--- src/rtl/traffic_pkg.sv ---
// Shared types for the demand-actuated intersection scheduler: lamp codes,
// phase encodings and the phase-to-lamp decode used by RTL and bench alike.
package traffic_pkg;

  localparam logic [2:0] LAMP_G = 3'b001;
  localparam logic [2:0] LAMP_Y = 3'b010;
  localparam logic [2:0] LAMP_R = 3'b100;

  typedef enum logic [2:0] {
    MAIN_GREEN  = 3'd0,
    M2_YELLOW   = 3'd1,
    TURN_GREEN  = 3'd2,
    TURN_YELLOW = 3'd3,
    MAIN_YELLOW = 3'd4,
    ALL_RED     = 3'd5,
    SIDE_GREEN  = 3'd6,
    SIDE_YELLOW = 3'd7
  } phase_t;

  typedef struct packed {
    logic [2:0] m1;
    logic [2:0] m2;
    logic [2:0] mt;
    logic [2:0] s;
  } lamps_t;

  // Unknown encodings fall back to the safe resting picture (main green).
  function automatic lamps_t lamp_decode(input phase_t p);
    lamps_t l;
    case (p)
      MAIN_GREEN:  l = {LAMP_G, LAMP_G, LAMP_R, LAMP_R};
      M2_YELLOW:   l = {LAMP_G, LAMP_Y, LAMP_R, LAMP_R};
      TURN_GREEN:  l = {LAMP_G, LAMP_R, LAMP_G, LAMP_R};
      TURN_YELLOW: l = {LAMP_Y, LAMP_R, LAMP_Y, LAMP_R};
      MAIN_YELLOW: l = {LAMP_Y, LAMP_Y, LAMP_R, LAMP_R};
      ALL_RED:     l = {LAMP_R, LAMP_R, LAMP_R, LAMP_R};
      SIDE_GREEN:  l = {LAMP_R, LAMP_R, LAMP_R, LAMP_G};
      SIDE_YELLOW: l = {LAMP_R, LAMP_R, LAMP_R, LAMP_Y};
      default:     l = {LAMP_G, LAMP_G, LAMP_R, LAMP_R};
    endcase
    return l;
  endfunction

endpackage

--- src/rtl/traffic_demand_scheduler_prescaler.sv ---
// Divides clk down to a one-cycle tick every CLK_PER_TICK clocks; restart
// realigns the tick grid to the start of a new phase.
module tick_prescaler #(
  parameter int CLK_PER_TICK = 4
) (
  input  logic clk,
  input  logic reset,
  input  logic restart,
  output logic tick
);

  localparam int CNT_W = (CLK_PER_TICK > 1) ? $clog2(CLK_PER_TICK) : 1;

  logic [CNT_W-1:0] count;

  assign tick = (count == CNT_W'(CLK_PER_TICK - 1));

  always_ff @(posedge clk or posedge reset) begin
    if (reset)
      count <= '0;
    else if (restart || tick)
      count <= '0;
    else
      count <= count + CNT_W'(1);
  end

endmodule

--- src/rtl/traffic_demand_scheduler.sv ---
// Demand-actuated phase scheduler: rests in main green and serves the turn
// and side phases only when a latched request is waiting.
module traffic_demand_scheduler
  import traffic_pkg::*;
#(
  parameter int CLK_PER_TICK = 4,
  parameter int T_MAIN_MIN   = 7,
  parameter int T_YELLOW     = 2,
  parameter int T_TURN       = 5,
  parameter int T_SIDE       = 3,
  parameter int T_ALLRED     = 1,
  parameter int TMR_W        = 4
) (
  input  logic       clk,
  input  logic       reset,
  input  logic       req_turn,
  input  logic       req_side,
  output logic [2:0] M1,
  output logic [2:0] M2,
  output logic [2:0] MT,
  output logic [2:0] S,
  output logic [2:0] phase,
  output logic       turn_pending,
  output logic       side_pending
);

  phase_t           state, state_next;
  logic             tick, restart, done, from_side;
  logic [TMR_W-1:0] timer, dur;
  lamps_t           lamps;

  assign restart = (state_next != state);

  tick_prescaler #(.CLK_PER_TICK(CLK_PER_TICK)) u_prescaler (
    .clk     (clk),
    .reset   (reset),
    .restart (restart),
    .tick    (tick)
  );

  always_comb begin
    dur = TMR_W'(T_MAIN_MIN);
    case (state)
      MAIN_GREEN:  dur = TMR_W'(T_MAIN_MIN);
      TURN_GREEN:  dur = TMR_W'(T_TURN);
      SIDE_GREEN:  dur = TMR_W'(T_SIDE);
      ALL_RED:     dur = TMR_W'(T_ALLRED);
      M2_YELLOW, TURN_YELLOW, MAIN_YELLOW, SIDE_YELLOW:
                   dur = TMR_W'(T_YELLOW);
      default:     dur = TMR_W'(T_MAIN_MIN);
    endcase
  end

  // Expiry is seen on the last tick so the next phase starts exactly
  // T*CLK_PER_TICK cycles after entry; main green then holds it saturated.
  assign done = (timer == dur) || (tick && ((timer + TMR_W'(1)) == dur));

  always_ff @(posedge clk or posedge reset) begin
    if (reset)
      timer <= '0;
    else if (restart)
      timer <= '0;
    else if (tick && (timer != dur))
      timer <= timer + TMR_W'(1);
  end

  always_ff @(posedge clk or posedge reset) begin
    if (reset)
      state <= MAIN_GREEN;
    else
      state <= state_next;
  end

  always_comb begin
    state_next = state;
    case (state)
      MAIN_GREEN:
        if (done && turn_pending)      state_next = M2_YELLOW;
        else if (done && side_pending) state_next = MAIN_YELLOW;
      M2_YELLOW:   if (done) state_next = TURN_GREEN;
      TURN_GREEN:  if (done) state_next = TURN_YELLOW;
      TURN_YELLOW: if (done) state_next = ALL_RED;
      MAIN_YELLOW: if (done) state_next = ALL_RED;
      ALL_RED:
        if (done) begin
          if (from_side)         state_next = MAIN_GREEN;
          else if (side_pending) state_next = SIDE_GREEN;
          else                   state_next = MAIN_GREEN;
        end
      SIDE_GREEN:  if (done) state_next = SIDE_YELLOW;
      SIDE_YELLOW: if (done) state_next = ALL_RED;
      default:     state_next = MAIN_GREEN;
    endcase
  end

  // Clearing on phase entry takes precedence over a request on the same edge.
  always_ff @(posedge clk or posedge reset) begin
    if (reset) begin
      turn_pending <= 1'b0;
      side_pending <= 1'b0;
      from_side    <= 1'b0;
    end else begin
      if (state != TURN_GREEN && state_next == TURN_GREEN)
        turn_pending <= 1'b0;
      else if (req_turn && state != TURN_GREEN)
        turn_pending <= 1'b1;

      if (state != SIDE_GREEN && state_next == SIDE_GREEN)
        side_pending <= 1'b0;
      else if (req_side && state != SIDE_GREEN)
        side_pending <= 1'b1;

      if (state == SIDE_YELLOW && state_next == ALL_RED)
        from_side <= 1'b1;
      else if (state == ALL_RED && state_next != ALL_RED)
        from_side <= 1'b0;
    end
  end

  assign lamps = lamp_decode(state);
  assign M1    = lamps.m1;
  assign M2    = lamps.m2;
  assign MT    = lamps.mt;
  assign S     = lamps.s;
  assign phase = state;

endmodule

--- config.mk ---
export PLATFORM = sky130hd
export DESIGN_NAME = traffic_demand_scheduler
export DESIGN_NICKNAME = d
export VERILOG_FILES = /design/src/rtl/traffic_pkg.sv /design/src/rtl/traffic_demand_scheduler_prescaler.sv /design/src/rtl/traffic_demand_scheduler.sv
export SDC_FILE = /design/constraint.sdc
export NUM_CORES = 1
export LEC_CHECK = 0
export BUFFER_PORTS_ARGS = -buffer_cell sky130_fd_sc_hd__clkbuf_2
export CAP_MARGIN = 20
export CORE_ASPECT_RATIO = 1.4
export CORE_MARGIN = 10
export CORE_UTILIZATION = 48
export DETAILED_ROUTE_END_ITERATION = 6
export HOLD_SLACK_MARGIN = 0.12
export PLACE_DENSITY = 0.74
export SYNTH_ARGS = -nofsm -noshare
export SYNTH_HDL_FRONTEND = slang
export SYNTH_SLANG_ARGS = --single-unit
--- constraint.sdc ---
create_clock -name clk -period 2.4 [get_ports clk]
set_input_delay 0.24 -clock clk [delete_from_list [all_inputs] [get_ports clk]]
set_output_delay 0.24 -clock clk [all_outputs]
set_load 0.005 [all_outputs]
# Word level (Yosys, flattened, before mapping)
# Memory sizes are Yosys's and may differ from the RTL's.
# Cells that the tools add are included.
# word_totals
memories	2
romBits	120
wordCells	65
regBits	12
# memory_table
memory	depth	word_bits	rd	rd_ports_with_merged_regs	write_ports	line_no	rtl
(name not given)	8	12	1	0	0	traffic_pkg.sv:30	case (p)
(name not given)	8	3	1	0	0	traffic_demand_scheduler.sv:43	case (state)
# op_classes
n_reduce_logical	18
muxes	19
add_sub_neg	2
n_eq_ne	18
# ops
operator	n
two-way mux 3 bit	9
equality test 3 bit, second input constant	6
one-hot mux 3 bit (6 select lines)	1
logical AND 1 bit	10
equality test 3 x 2 -> 1 bit, second input constant	3
equality test 4 bit	2
two-way mux 4 bit	2
nonzero test 2 bit	4
two-way mux 1 bit	6
inequality test 3 bit, second input constant	2
adder 4 x 1 -> 4 bit, second input constant	1
inequality test 4 bit	1
equality test 3 x 1 -> 1 bit, second input constant	1
zero test 3 bit	1
inequality test 3 x 2 -> 1 bit, second input constant	1
inequality test 3 bit	1
OR reduction 3 bit	1
adder 2 x 1 -> 2 bit, second input constant	1
equality test 2 bit, second input constant	1
logical OR 1 bit	2
two-way mux 2 bit	1

# Logic depth before layout (Yosys ltp)
# Gate-level depths: netlist (run 1).
# depth
ltp_word	12
mapped_depth	11
mapped_depth_nobuf	10

# Modules after synthesis
# A second synthesis (run 1) with hierarchy kept.
# hier_totals
hier_cells	129
hier_area_um2	1089.8
# modules_own_cells
module	area_per_inst_um2	cells_each	instances
traffic_demand_scheduler	1001.0	123	1
tick_prescaler	88.8	6	1

# Least setup slack after synthesis (run 1)
# No wires, ideal clock.
# synth_timing
path_type	register to register
startpoint	reg state[0], in the netlist phase[0]
endpoint	reg u_prescaler.count[1]
required_ps	2320
n_path_buf	1
stages_incl_launch_ff	12
setup_slack_ps	-315
t_arrival_ps	2635
cell_sequence	dfrtp_1 inv_1 ha_1 o21bai_1 xor3_1 and4_1 mux2_4 a31oi_1 a31oi_1 or3_1 buf_2 nor3b_2
# synth_between
elab_chain_len	11
elab_cells_between_ends	27
# synth_lines
element	line_no	rtl
start: declaration	traffic_demand_scheduler.sv:27	phase_t state, state_next;
start signal: assignment	traffic_demand_scheduler.sv:71	state <= state_next;
memory read (8 x 3 bit)	-	
equality test 4 bit	traffic_demand_scheduler.sv:56	assign done = (timer == dur) || (tick && ((timer + TMR_W'(1)) == dur));
logical AND 1 bit	traffic_demand_scheduler.sv:56	
logical OR 1 bit	traffic_demand_scheduler.sv:56	
logical AND 1 bit	traffic_demand_scheduler.sv:79	else if (done && side_pending) state_next = MAIN_YELLOW;
two-way mux 3 bit	traffic_demand_scheduler.sv:79	
two-way mux 3 bit	traffic_demand_scheduler.sv:78	if (done && turn_pending) state_next = M2_YELLOW;
one-hot mux 3 bit (6 select lines)	traffic_demand_scheduler.sv:76	case (state)
inequality test 3 bit *	traffic_demand_scheduler.sv:32	assign restart = (state_next != state);
logical OR 1 bit *	traffic_demand_scheduler_prescaler.sv:21	else if (restart || tick)
two-way mux 2 bit *	traffic_demand_scheduler_prescaler.sv:21	
end signal: assignment	traffic_demand_scheduler_prescaler.sv:24	count <= count + CNT_W'(1);
end: declaration	traffic_demand_scheduler_prescaler.sv:14	logic [CNT_W-1:0] count;
# Every way passes the cells marked *; elsewhere a longest branch is shown, timed or not.
# A chain may end at the register's enable or synchronous reset.

# Final worst setup path (run 1)
# layout_timing
startpoint	reg state[1], in the netlist phase[1]
endpoint	reg turn_pending
# layout_between
elab_chain_len	11
elab_cells_between_ends	30
# layout_lines
element	line_no	rtl
memory read (8 x 3 bit)	-	
equality test 4 bit	traffic_demand_scheduler.sv:56	
logical AND 1 bit	traffic_demand_scheduler.sv:56	
logical OR 1 bit	traffic_demand_scheduler.sv:56	
logical AND 1 bit	traffic_demand_scheduler.sv:79	
two-way mux 3 bit	traffic_demand_scheduler.sv:79	
two-way mux 3 bit	traffic_demand_scheduler.sv:78	
one-hot mux 3 bit (6 select lines) *	traffic_demand_scheduler.sv:76	
via state_next[0]	traffic_demand_scheduler.sv:27	
equality test 3 x 2 -> 1 bit *	traffic_demand_scheduler.sv:103	if (state != TURN_GREEN && state_next == TURN_GREEN)
logical AND 1 bit *	traffic_demand_scheduler.sv:103	
two-way mux 1 bit / nonzero test 2 bit (equally long branches)	-	
end signal: assignment	traffic_demand_scheduler.sv:99	turn_pending <= 1'b0;
end signal: assignment	traffic_demand_scheduler.sv:104	turn_pending <= 1'b0;
end signal: assignment	traffic_demand_scheduler.sv:106	turn_pending <= 1'b1;
end: declaration	traffic_demand_scheduler.sv:23	output logic turn_pending,
# Mark *: on every way through the listed nets, which the timed path passes. The rest lies on a longest branch.

==> out/results.ini, run 1 <==
[outcome]
status = finished with violations
violations = setup timing

[setup_path]
r2r_start = phase[1]
setup.worst_path.start_class = flip-flop
cp_max_fo = 5
r2r-end = turn_pending
critPathArrivalTime_ns = 2.62
crit_required_ns = 2.56
endpoint_kind = flip-flop
reg2regPathDepth = 8
critical_path_class = reg2reg
r2r_slack_ns = -0.06

[yosys]
ys_seq_area_frac = 0.289
syn_avg_cell_area_um2 = 8.66
synth_fp_nets = 132
synthCells = 120
ys_warn_count = 0
ys_types = 35
synth_area_um2 = 1040
synth-seq-cells = 12

[detailed_routing]
initialDrtViolationCount = 25
firstDrtPassIters = 4
drcViolationCount = 0
avgRoutedWirePerCell_um = 16.3
vias = 1086
vias_per_cell = 5.72
drtAntennaViolNets = 0
drt-total-wl_um = 3100

[floorplanning]
die_h_um = 75.1
ios = 21
dieArea_um2 = 4450
core_area_um2 = 2020
rows = 19
initial_utilization = 0.515
die_x_um = 59.3

[layout]
fill_cells = 160
n_antenna_cell = 0
post-route-cell-area_um2 = 1510
fin_nets = 182
syn2layout_area_growth_pct = 45.5
drive_above_1_share = 0.450

[global_routing]
grt_pass1_wl_um = 5100
antenna_found_initial = 0
grt_start_max_net_pins = 15
grt_remaining_overflow = 0
grt_usage = 0.144
grt_pass1_vias = 1067

[placement]
numPortBuffers = 20
dp_slack_ns = -0.130
gp_routability_congestion = 1.00
place_area_um2 = 1360
hpwl_um = 2400

[sta]
hold_violations = 0
relSlewSlack = 0.680
fin_ws_ns = -0.0630
min_period_ns = 2.46
setup-violations-final = 2
period_share = 1.03
rsz0062_at_grt = yes
max_freq_mhz = 406
tightest_slew_ns = 0.480
fin_skew_ns = 0.00315
final_max_slew_viol_count = 0

[cts]
cts_max_level = 1
clk_path_buf_depth = 2
clkSinkCount = 12
insertion_delay_ns = 0.28
cts_made_buffers = 3
root_buffer = clkbuf_4
cts.clk_slew.worst_paths_ns = 0.08
cts_tree = built

[power]
ir_worst_vdd_mv = 0.335
netSwitchingFraction = 0.247
p_sw_mw = 0.109
clock_power_share = 0.371
power.total_mw = 0.440
sequentialPowerShare = 0.504
p_per_area_nw_per_um2 = 291
power.internal_mw = 0.331
comb_power_share = 0.126
p_leak_nw = 0.736

[min_path]
min_to = side_pending
hold_path.class = in2reg
whs_path_depth = 3
min_from = req_side

[job]
maxCapViolations = 0

==> sequential cells by signal, summed over array words and instances, names as in the netlist <==
name               cells
phase                  3
from_side              1
turn_pending           1
u_prescaler.count      2
timer                  4
side_pending           1
==> how the worst max path moves through the flow <==
stage | slack (ns) | endpoint | depth (start not counted) | start
after floorplan | -0.11 | u_prescaler.count[1] | 11 | phase[1]
after global placement | -0.08 | u_prescaler.count[1] | 10 | phase[1]
after detailed placement | -0.13 | u_prescaler.count[1] | 10 | phase[1]
after CTS | -0.03 | turn_pending | 9 | phase[1]
after global routing | -0.12 | turn_pending | 9 | phase[0]
final | -0.06 | turn_pending | 8 | phase[1]
==> Yosys cell counts <==
cell       count  area, um2
a31o_2         1       8.76
nand3b_1       1       7.51
nor3b_2        1       12.5
o21ai_0        9       45.0
a211o_1        2       17.5
nor2_1        10       37.5
o41a_1         2       22.5
o211ai_2       1       12.5
inv_1         12       45.0
nor2b_2        1       8.76
buf_2          1       5.00
nand2_1       10       37.5
xnor2_1        3       26.3
xor3_1         1       23.8
a31oi_1        4       25.0
nor3_1         4       20.0
a21oi_1        9       45.0
nand3_1        1       5.00
xor2_1         5       43.8
mux2i_1        3       30.0
a21o_1         1       7.51
o2111ai_1      1       8.76
or3_1          2       12.5
buf_6          1       11.3
clkbuf_1       1       3.75
o21bai_1       1       7.51
mux2_4         1       15.0
ha_1           8        100
o211ai_1       2       15.0
nor2b_1        2       12.5
nand2b_1       4       25.0
mux2i_4        1       22.5
o21ba_2        1       10.0
dfrtp_1       12        300
and4_1         1       8.76
==> through the flow <==
stage          utilization  setup TNS (ns)  hold WS (ns)  instances
5_1_grt              0.749          -0.682         0.242        190
4_1_cts              0.730         -0.0695         0.239        189
6_report             0.749         -0.0697         0.242        190
3_5_place_dp         0.673          -0.733         0.264        181
3_3_place_gp         0.673          -0.285         0.243        181
2_1_floorplan            -          -0.283         0.105        120
==> logic make-up (layout without fill, tap and decap cells) <==
| group | count (synthesis) | after routing | synth area share |
|---|---|---|---|
| and+or+nand+nor | 37 | 37 | 0.181 |
| AOI/OAI and AO/OA | 34 | 34 | 0.217 |
| buffers and inverters | 15 | 63 | 0.0626 |
| DFF | 12 | 12 | 0.289 |
| xor gates and xnor gates | 9 | 9 | 0.0903 |
| adders and majority gates | 8 | 8 | 0.0963 |
| muxes | 5 | 6 | 0.0650 |
==> worst max-delay path: stages (launching register included) <==
cell	delay, ns
dfrtp_2	0.45
ha_4	0.20
nor3_1	0.25
a21oi_2	0.08
xor2_2	0.23
mux2_4	0.37
mux2i_1	0.14
a31o_2	0.24
o41a_1	0.38
==> metal layers <==
metal,track usage,part of all wire,routed length [um],vias up
met5,0,0,0,-
met4,0.0460,0.022,67,0
met3,0.0185,0.047,145,9
met2,0.283,0.56,1740,26
met1,0.150,0.37,1150,531
li1,-,-,-,520
==> cell type report <==
cell class              instances  area [um2]  share of cell area
clock buffers                   4        36.3              0.0240
inverters                      12        50.0              0.0331
multi-input cells              94         783               0.518
well taps                      21        26.3              0.0174
repair buffers                 47         313               0.207
flip-flops and latches         12         304               0.201
==> power by group through the flow <==
stage	registers, mW	logic [mW]	clock network, mW
3_5_place_dp	0.225	0.0482	0
2_1_floorplan	0.224	0.0293	0
3_3_place_gp	0.225	0.0455	0
5_1_grt	0.223	0.0611	0.172
4_1_cts	0.221	0.0540	0.165
6_report	0.221	0.0553	0.163
==> timing repair <==
item	in CTS	in global routing
gates cloned	1	0
resized for setup	9	6
hold endpoints to repair	12	0
pin swaps	7	4
hold buffers	1	0
setup buffers	2	1
setup endpoints to repair	10	11
==> cell usage in the layout (no fill, tap or decap), types with 3 or more instances in the layout <==
| cell type | count |
|---|---|
| dfrtp_2 | 3 |
| nor2_1 | 10 |
| buf_4 | 24 |
| nand2_1 | 10 |
| inv_1 | 10 |
| clkbuf_2 | 20 |
| mux2i_1 | 3 |
| dfrtp_1 | 9 |
| o21ai_0 | 9 |
| a31oi_1 | 3 |
| xor2_1 | 3 |
| a21oi_1 | 7 |
| nor3_1 | 3 |
| clkbuf_4 | 3 |
| nand2b_1 | 4 |
| ha_1 | 5 |
(Power assumes the default switching activity.)
==> inputs of run 2 (changes only) <==
--- a/config.mk
+++ b/config.mk
@@ -13,6 +13,7 @@
 export DETAILED_ROUTE_END_ITERATION = 6
 export HOLD_SLACK_MARGIN = 0.12
 export PLACE_DENSITY = 0.74
+export REMOVE_ABC_BUFFERS = 1
 export SYNTH_ARGS = -nofsm -noshare
 export SYNTH_HDL_FRONTEND = slang
 export SYNTH_SLANG_ARGS = --single-unit
==> constraint.sdc (replaced) <==
create_clock -name clk -period 2 [get_ports clk]
set_input_delay 0.2 -clock clk [delete_from_list [all_inputs] [get_ports clk]]
set_output_delay 0.2 -clock clk [all_outputs]
set_load 0.005 [all_outputs]
==> run 2 against run 1 <==
The flow still finishes with violations (setup timing). Hold slack got worse by 0.046 ns. Core utilization rose by 9.3 points. Largest cell class unchanged. Routed wire length increased by 22%. Die area did not move. Largest power group unchanged. Combinational power is 26% higher. Clock power up 20%. Clock skew up 0.0027 ns. First-iteration DRC count increased to 2.8 times the previous value. Sequential share of layout area down 2.4 points. Power increased by 21%. Fmax fell by 5.1%.
==> out/results.ini, run 2 (same netlist as run 1, synthesis figures left out) <==
[outcome]
status = finished with violations  ; unchanged
violations = setup timing  ; unchanged

[cts]
cts.clk_slew.worst_paths_ns = 0.08  ; about the same
clkSinkCount = 12  ; unchanged
cts_made_buffers = 3  ; unchanged
cts_max_level = 1  ; unchanged
clk_path_buf_depth = 2  ; unchanged
insertion_delay_ns = 0.28  ; about the same
cts_tree = built  ; unchanged
root_buffer = clkbuf_4  ; unchanged

[detailed_routing]
drt-total-wl_um = 3780  ; was 3100 um
drcViolationCount = 0  ; unchanged
vias_per_cell = 5.73  ; was 5.72
drtAntennaViolNets = 0  ; unchanged
avgRoutedWirePerCell_um = 18.1  ; was 16.3 um
firstDrtPassIters = 4  ; unchanged
initialDrtViolationCount = 70  ; was 25
vias = 1197  ; was 1086

[power]
p_per_area_nw_per_um2 = 313  ; was 291 nW/um2
p_leak_nw = 0.835  ; was 0.736 nW
ir_worst_vdd_mv = 0.525  ; was 0.335 mV
power.internal_mw = 0.399  ; was 0.331 mW
clock_power_share = 0.368  ; was 0.371
netSwitchingFraction = 0.250  ; was 0.247
comb_power_share = 0.131  ; was 0.126
p_sw_mw = 0.133  ; was 0.109 mW
power.total_mw = 0.532  ; was 0.440 mW
sequentialPowerShare = 0.501  ; was 0.504

[layout]
syn2layout_area_growth_pct = 63.7  ; was 45.5%
fin_cells = 209  ; was 190
top_register = timer  ; unchanged
final_cell_mix = buf_4, clkbuf_2, dfrtp_1  ; was buf_4, clkbuf_2, inv_1, nor2_1, nand2_1
largest_reg_flops = 4  ; unchanged
n_antenna_cell = 0  ; unchanged
fin_nets = 201  ; was 182
drive_above_1_share = 0.527  ; was 0.450
mostFrequentLayoutCell = buf_4  ; unchanged

[global_routing]
antenna_found_initial = 0  ; unchanged
grt_remaining_overflow = 0  ; unchanged
grt_start_max_net_pins = 13  ; was 15
grt_pass1_wl_um = 5820  ; was 5100 um
grt_pass1_vias = 1210  ; was 1067
grt_usage = 0.164  ; was 0.144

[setup_path]
crit_required_ns = 2.20  ; was 2.56 ns
critical_path_class = reg2reg  ; unchanged
endpoint_kind = flip-flop  ; unchanged
critPathArrivalTime_ns = 2.80  ; was 2.62 ns
setup.worst_path.start_class = flip-flop  ; unchanged
cp_max_fo = 6  ; was 5

[sta]
min_period_ns = 2.60  ; was 2.46 ns
rsz0062_at_grt = yes  ; unchanged
hold_violations = 0  ; unchanged
period_share = 1.30  ; was 1.03
final_max_slew_viol_count = 0  ; unchanged
max_freq_mhz = 385  ; was 406 MHz
fin_ws_ns = -0.596  ; was -0.0630 ns
setup-violations-final = 12  ; was 2
fin_skew_ns = 0.00581  ; was 0.00315 ns
holdWs_ns = 0.196  ; was 0.242 ns
relSlewSlack = 0.690  ; was 0.680
tightest_slew_ns = 0.465  ; was 0.480 ns

[floorplanning]
ios = 21  ; unchanged
die_h_um = 75.1  ; unchanged
dieArea_um2 = 4450  ; unchanged
rows = 19  ; unchanged
core_area_um2 = 2020  ; unchanged
die_x_um = 59.3  ; unchanged
initial_utilization = 0.515  ; unchanged

[placement]
place_inst = 192  ; was 181
numPortBuffers = 20  ; unchanged
hpwl_um = 2380  ; was 2400 um
gp_routability_congestion = 1.03  ; was 1.00

[job]
maxCapViolations = 0  ; unchanged

[min_path]
hold_path.class = in2reg  ; unchanged

[run 2: area by class of cell]
type                            count  area [um2]
Timing Repair Buffer               67         485
Sequential cell                    12         302
Clock buffer                        4        36.3
Fill cell                         105         319
Tap cell                           21        26.3
Multi-Input combinational cell     93         807
Inverter                           12        45.0
[run 2: critical path: stages, from the launching register on]
cell	delay (ns)
dfrtp_1	0.43
buf_6	0.15
ha_4	0.17
buf_6	0.12
mux2i_4	0.17
xor2_1	0.23
nor3_1	0.08
mux2_4	0.33
a31oi_1	0.16
a31oi_1	0.07
or3_4	0.40
nor3b_2	0.20
[run 2: path summary, 6_finish.rpt]
path	cells after the start	slack [ns]	start	endpoint
hold reg to reg	1	0.49	u_prescaler.count[0]	u_prescaler.count[0]
setup / recovery	11	-0.60	phase[1]	u_prescaler.count[1]
min in group asynchronous	3	0.46	reset	turn_pending
setup reg to reg	11	-0.60	phase[1]	u_prescaler.count[1]
hold / removal	3	0.20	req_side	side_pending
max in group asynchronous	3	1.19	reset	phase[2]
[run 2: per-stage QoR]
step	setup slack (ns)	utilization	setup TNS [ns]	instance area, um2
2_1_floorplan	-0.696	-	-6.39	1020
3_3_place_gp	-0.555	0.693	-5.23	1400
3_5_place_dp	-0.664	0.693	-6.33	1400
4_1_cts	-0.536	0.794	-5.12	1610
5_1_grt	-0.645	0.842	-6.89	1700
6_report	-0.596	0.842	-6.10	1700
[run 2: timing repair]
action	CTS	global route
buffers inserted	8	4
hold buffers	1	0
endpoints found under the hold margin	12	0
gates resized for setup	22	17
pin swaps	20	14
endpoints found under the setup margin	13	13
[run 2: per-layer routing]
metal	part of all wire	GRT usage	vias to the layer above
li1	-	-	557
met2	0.54	0.309	50
met3	0.053	0.0303	15
met4	0.026	0.0384	0
met5	0	0	-
met1	0.38	0.181	575
[run 2: power groups by stage]
stage / Clock [mW] / Combinational, mW / Sequential, mW
floorplan: 0 / 0.0364 / 0.268
global placement: 0 / 0.0599 / 0.267
detailed placement: 0 / 0.0623 / 0.268
CTS: 0.193 / 0.0657 / 0.263
global route: 0.205 / 0.0789 / 0.267
finish: 0.196 / 0.0696 / 0.266
==> inputs of run 3 (changes only) <==
==> constraint.sdc (replaced) <==
create_clock -name clk -period 2 [get_ports clk]
set_input_delay 0.1 -clock clk [delete_from_list [all_inputs] [get_ports clk]]
set_output_delay 0.1 -clock clk [all_outputs]
set_load 0.005 [all_outputs]
==> run 3 against run 2 <==
The flow still finishes with violations (setup timing). Register-to-register slack hardly changed. Critical path depth is the same. Sequential share of layout area grew 0.31 points. Non-clock buffer count down 1. Fmax is 0.54% higher. Sequential cell count did not move. Via count down 0.42%. Clock skew shrank 0.0011 ns. Global-route usage is 0.17 points lower. Power down 0.49%. Critical endpoint is now turn_pending. Largest power group unchanged.
==> out/results.ini, run 3 (same netlist as run 1, synthesis figures left out) <==
[outcome]
status = finished with violations  ; unchanged
violations = setup timing  ; unchanged

[placement]
gp_routability_congestion = 1.03  ; unchanged
hpwl_um = 2380  ; unchanged
dp_slack_ns = -0.664  ; unchanged
numPortBuffers = 20  ; unchanged
place_inst = 192  ; unchanged

[setup_path]
endpoint_kind = flip-flop  ; unchanged
crit_buf_inv = 3  ; was 2
slowest_delay_ns = 0.43  ; about the same
slowest_stage = dfrtp_1  ; unchanged
critical_path_class = reg2reg  ; unchanged
path_common_cell = buf_6
cp_cell_sequence = buf_6 -> ha_4 -> buf_6 -> mux2i_4 -> xor2_1 -> nor3_1 -> mux2_4 -> buf_6 -> mux2i_1 -> a31o_2 -> o41a_1  ; was buf_6 -> ha_4 -> buf_6 -> mux2i_4 -> xor2_1 -> nor3_1 -> mux2_4 -> a31oi_1 -> a31oi_1 -> or3_4 -> nor3b_2
cp_max_fo = 6  ; unchanged
critPathArrivalTime_ns = 2.74  ; was 2.80 ns
cpLargestDelayFamily = multiplexers  ; was simple AND/OR/NAND/NOR gates
reg2regPathDepth = 11  ; unchanged
crit_required_ns = 2.16  ; was 2.20 ns
critical_path_cell_count = 11  ; unchanged
setup.worst_path.start_class = flip-flop  ; unchanged

[global_routing]
grt_pass1_wl_um = 5770  ; was 5820 um
grt_remaining_overflow = 0  ; unchanged
grt_start_max_net_pins = 13  ; unchanged
antenna_found_initial = 0  ; unchanged
grt_pass1_vias = 1211  ; was 1210
grt_usage = 0.162  ; was 0.164

[detailed_routing]
initialDrtViolationCount = 56  ; was 70
drcViolationCount = 0  ; unchanged
drtAntennaViolNets = 0  ; unchanged
avgRoutedWirePerCell_um = 17.3  ; was 18.1 um
vias = 1192  ; was 1197
drt-total-wl_um = 3590  ; was 3780 um
firstDrtPassIters = 4  ; unchanged
vias_per_cell = 5.73  ; about the same

[power]
ir_worst_vdd_mv = 0.412  ; was 0.525 mV
p_per_area_nw_per_um2 = 318  ; was 313 nW/um2
p_leak_nw = 0.825  ; was 0.835 nW

[floorplanning]
rows = 19  ; unchanged
dieArea_um2 = 4450  ; unchanged
die_h_um = 75.1  ; unchanged
ios = 21  ; unchanged
die_x_um = 59.3  ; unchanged
initial_utilization = 0.515  ; unchanged
core_area_um2 = 2020  ; unchanged

[layout]
fin_nets = 200  ; was 201
top_register = timer  ; unchanged
fin_cells = 208  ; was 209
final_cell_mix = buf_4, clkbuf_2, dfrtp_1  ; unchanged
mostFrequentLayoutCell = buf_4  ; unchanged
fill_cells = 112  ; was 105
syn2layout_area_growth_pct = 60.2  ; was 63.7%
n_antenna_cell = 0  ; unchanged
largest_reg_flops = 4  ; unchanged
drive_above_1_share = 0.497  ; was 0.527

[cts]
cts_made_buffers = 3  ; unchanged
insertion_delay_ns = 0.28  ; about the same
cts.clk_slew.worst_paths_ns = 0.08  ; about the same
root_buffer = clkbuf_4  ; unchanged
cts_tree = built  ; unchanged
clk_path_buf_depth = 2  ; unchanged
clkSinkCount = 12  ; unchanged
cts_max_level = 1  ; unchanged

[job]
maxCapViolations = 0  ; unchanged

[sta]
fin_ws_ns = -0.582  ; was -0.596 ns
period_share = 1.29  ; was 1.30
relSlewSlack = 0.698  ; was 0.690
hold_violations = 0  ; unchanged
min_period_ns = 2.58  ; was 2.60 ns
tightest_slew_ns = 0.453  ; was 0.465 ns
fin_skew_ns = 0.00476  ; was 0.00581 ns
rsz0062_at_grt = yes  ; unchanged
max_freq_mhz = 387  ; was 385 MHz
setup-violations-final = 12  ; unchanged
tns_ns = -5.70  ; was -6.10 ns
final_max_slew_viol_count = 0  ; unchanged

[min_path]
hold_path.class = in2reg  ; unchanged
whs_path_depth = 4  ; was 3

run 3: layout make-up:
cell class | instances | area [um2] | area share
clock buffers | 4 | 36.3 | 0.0218
inverters | 12 | 45.0 | 0.0270
repair buffers | 66 | 469 | 0.282
multi-input cells | 93 | 788 | 0.473
well taps | 21 | 26.3 | 0.0158
flip-flops and latches | 12 | 300 | 0.180
run 3: worst reg2reg max path, delay by kind of cell, from the launching register on:
kind,cells,cell delay [ns]
mux,3,0.61
compound gates,2,0.54
flops,1,0.43
buf+inv,3,0.41
xor+xnor,1,0.23
fa+ha+maj,1,0.18
simple gates,1,0.08
run 3: repair_timing:
action / CTS / global route
endpoints found under the hold margin: 13 / 0
pin swaps: 20 / 11
hold buffers: 2 / 0
buffers inserted: 8 / 2
endpoints found under the setup margin: 12 / 12
gates resized for setup: 22 / 8
run 3: through the flow:
stage	utilization	area, um2	hold WS, ns	power (mW)
floorplan	-	1020	-0.0353	0.305
global placement	0.693	1400	0.0924	0.327
detailed placement	0.693	1400	0.103	0.330
CTS	0.799	1620	0.182	0.523
global route	0.824	1670	0.213	0.548
finish	0.824	1670	0.166	0.529
run 3: per-layer routing:
metal | global-route usage | routed length [um] | vias up
met5 | 0 | 0 | -
met4 | 0.0409 | 110 | 0
met3 | 0.0337 | 263 | 17
met2 | 0.306 | 1950 | 54
met1 | 0.176 | 1270 | 564
li1 | - | - | 557
run 3: path summary, 6_finish.rpt:
check,start,slack (ns),to
setup / recovery,phase[1],-0.58,turn_pending
hold / removal,req_turn,0.17,turn_pending
setup reg to reg,phase[1],-0.58,turn_pending
hold reg to reg,u_prescaler.count[0],0.49,u_prescaler.count[0]
max in group asynchronous,reset,1.33,timer[0]
min in group asynchronous,reset,0.36,side_pending
run 3: where the power goes:
group          switching (mW)  internal, mW  leakage (nW)
Sequential             0.0108         0.253         0.143
Clock                  0.0834         0.111        0.0210
Combinational          0.0353        0.0362         0.661
Total                   0.129         0.400         0.825
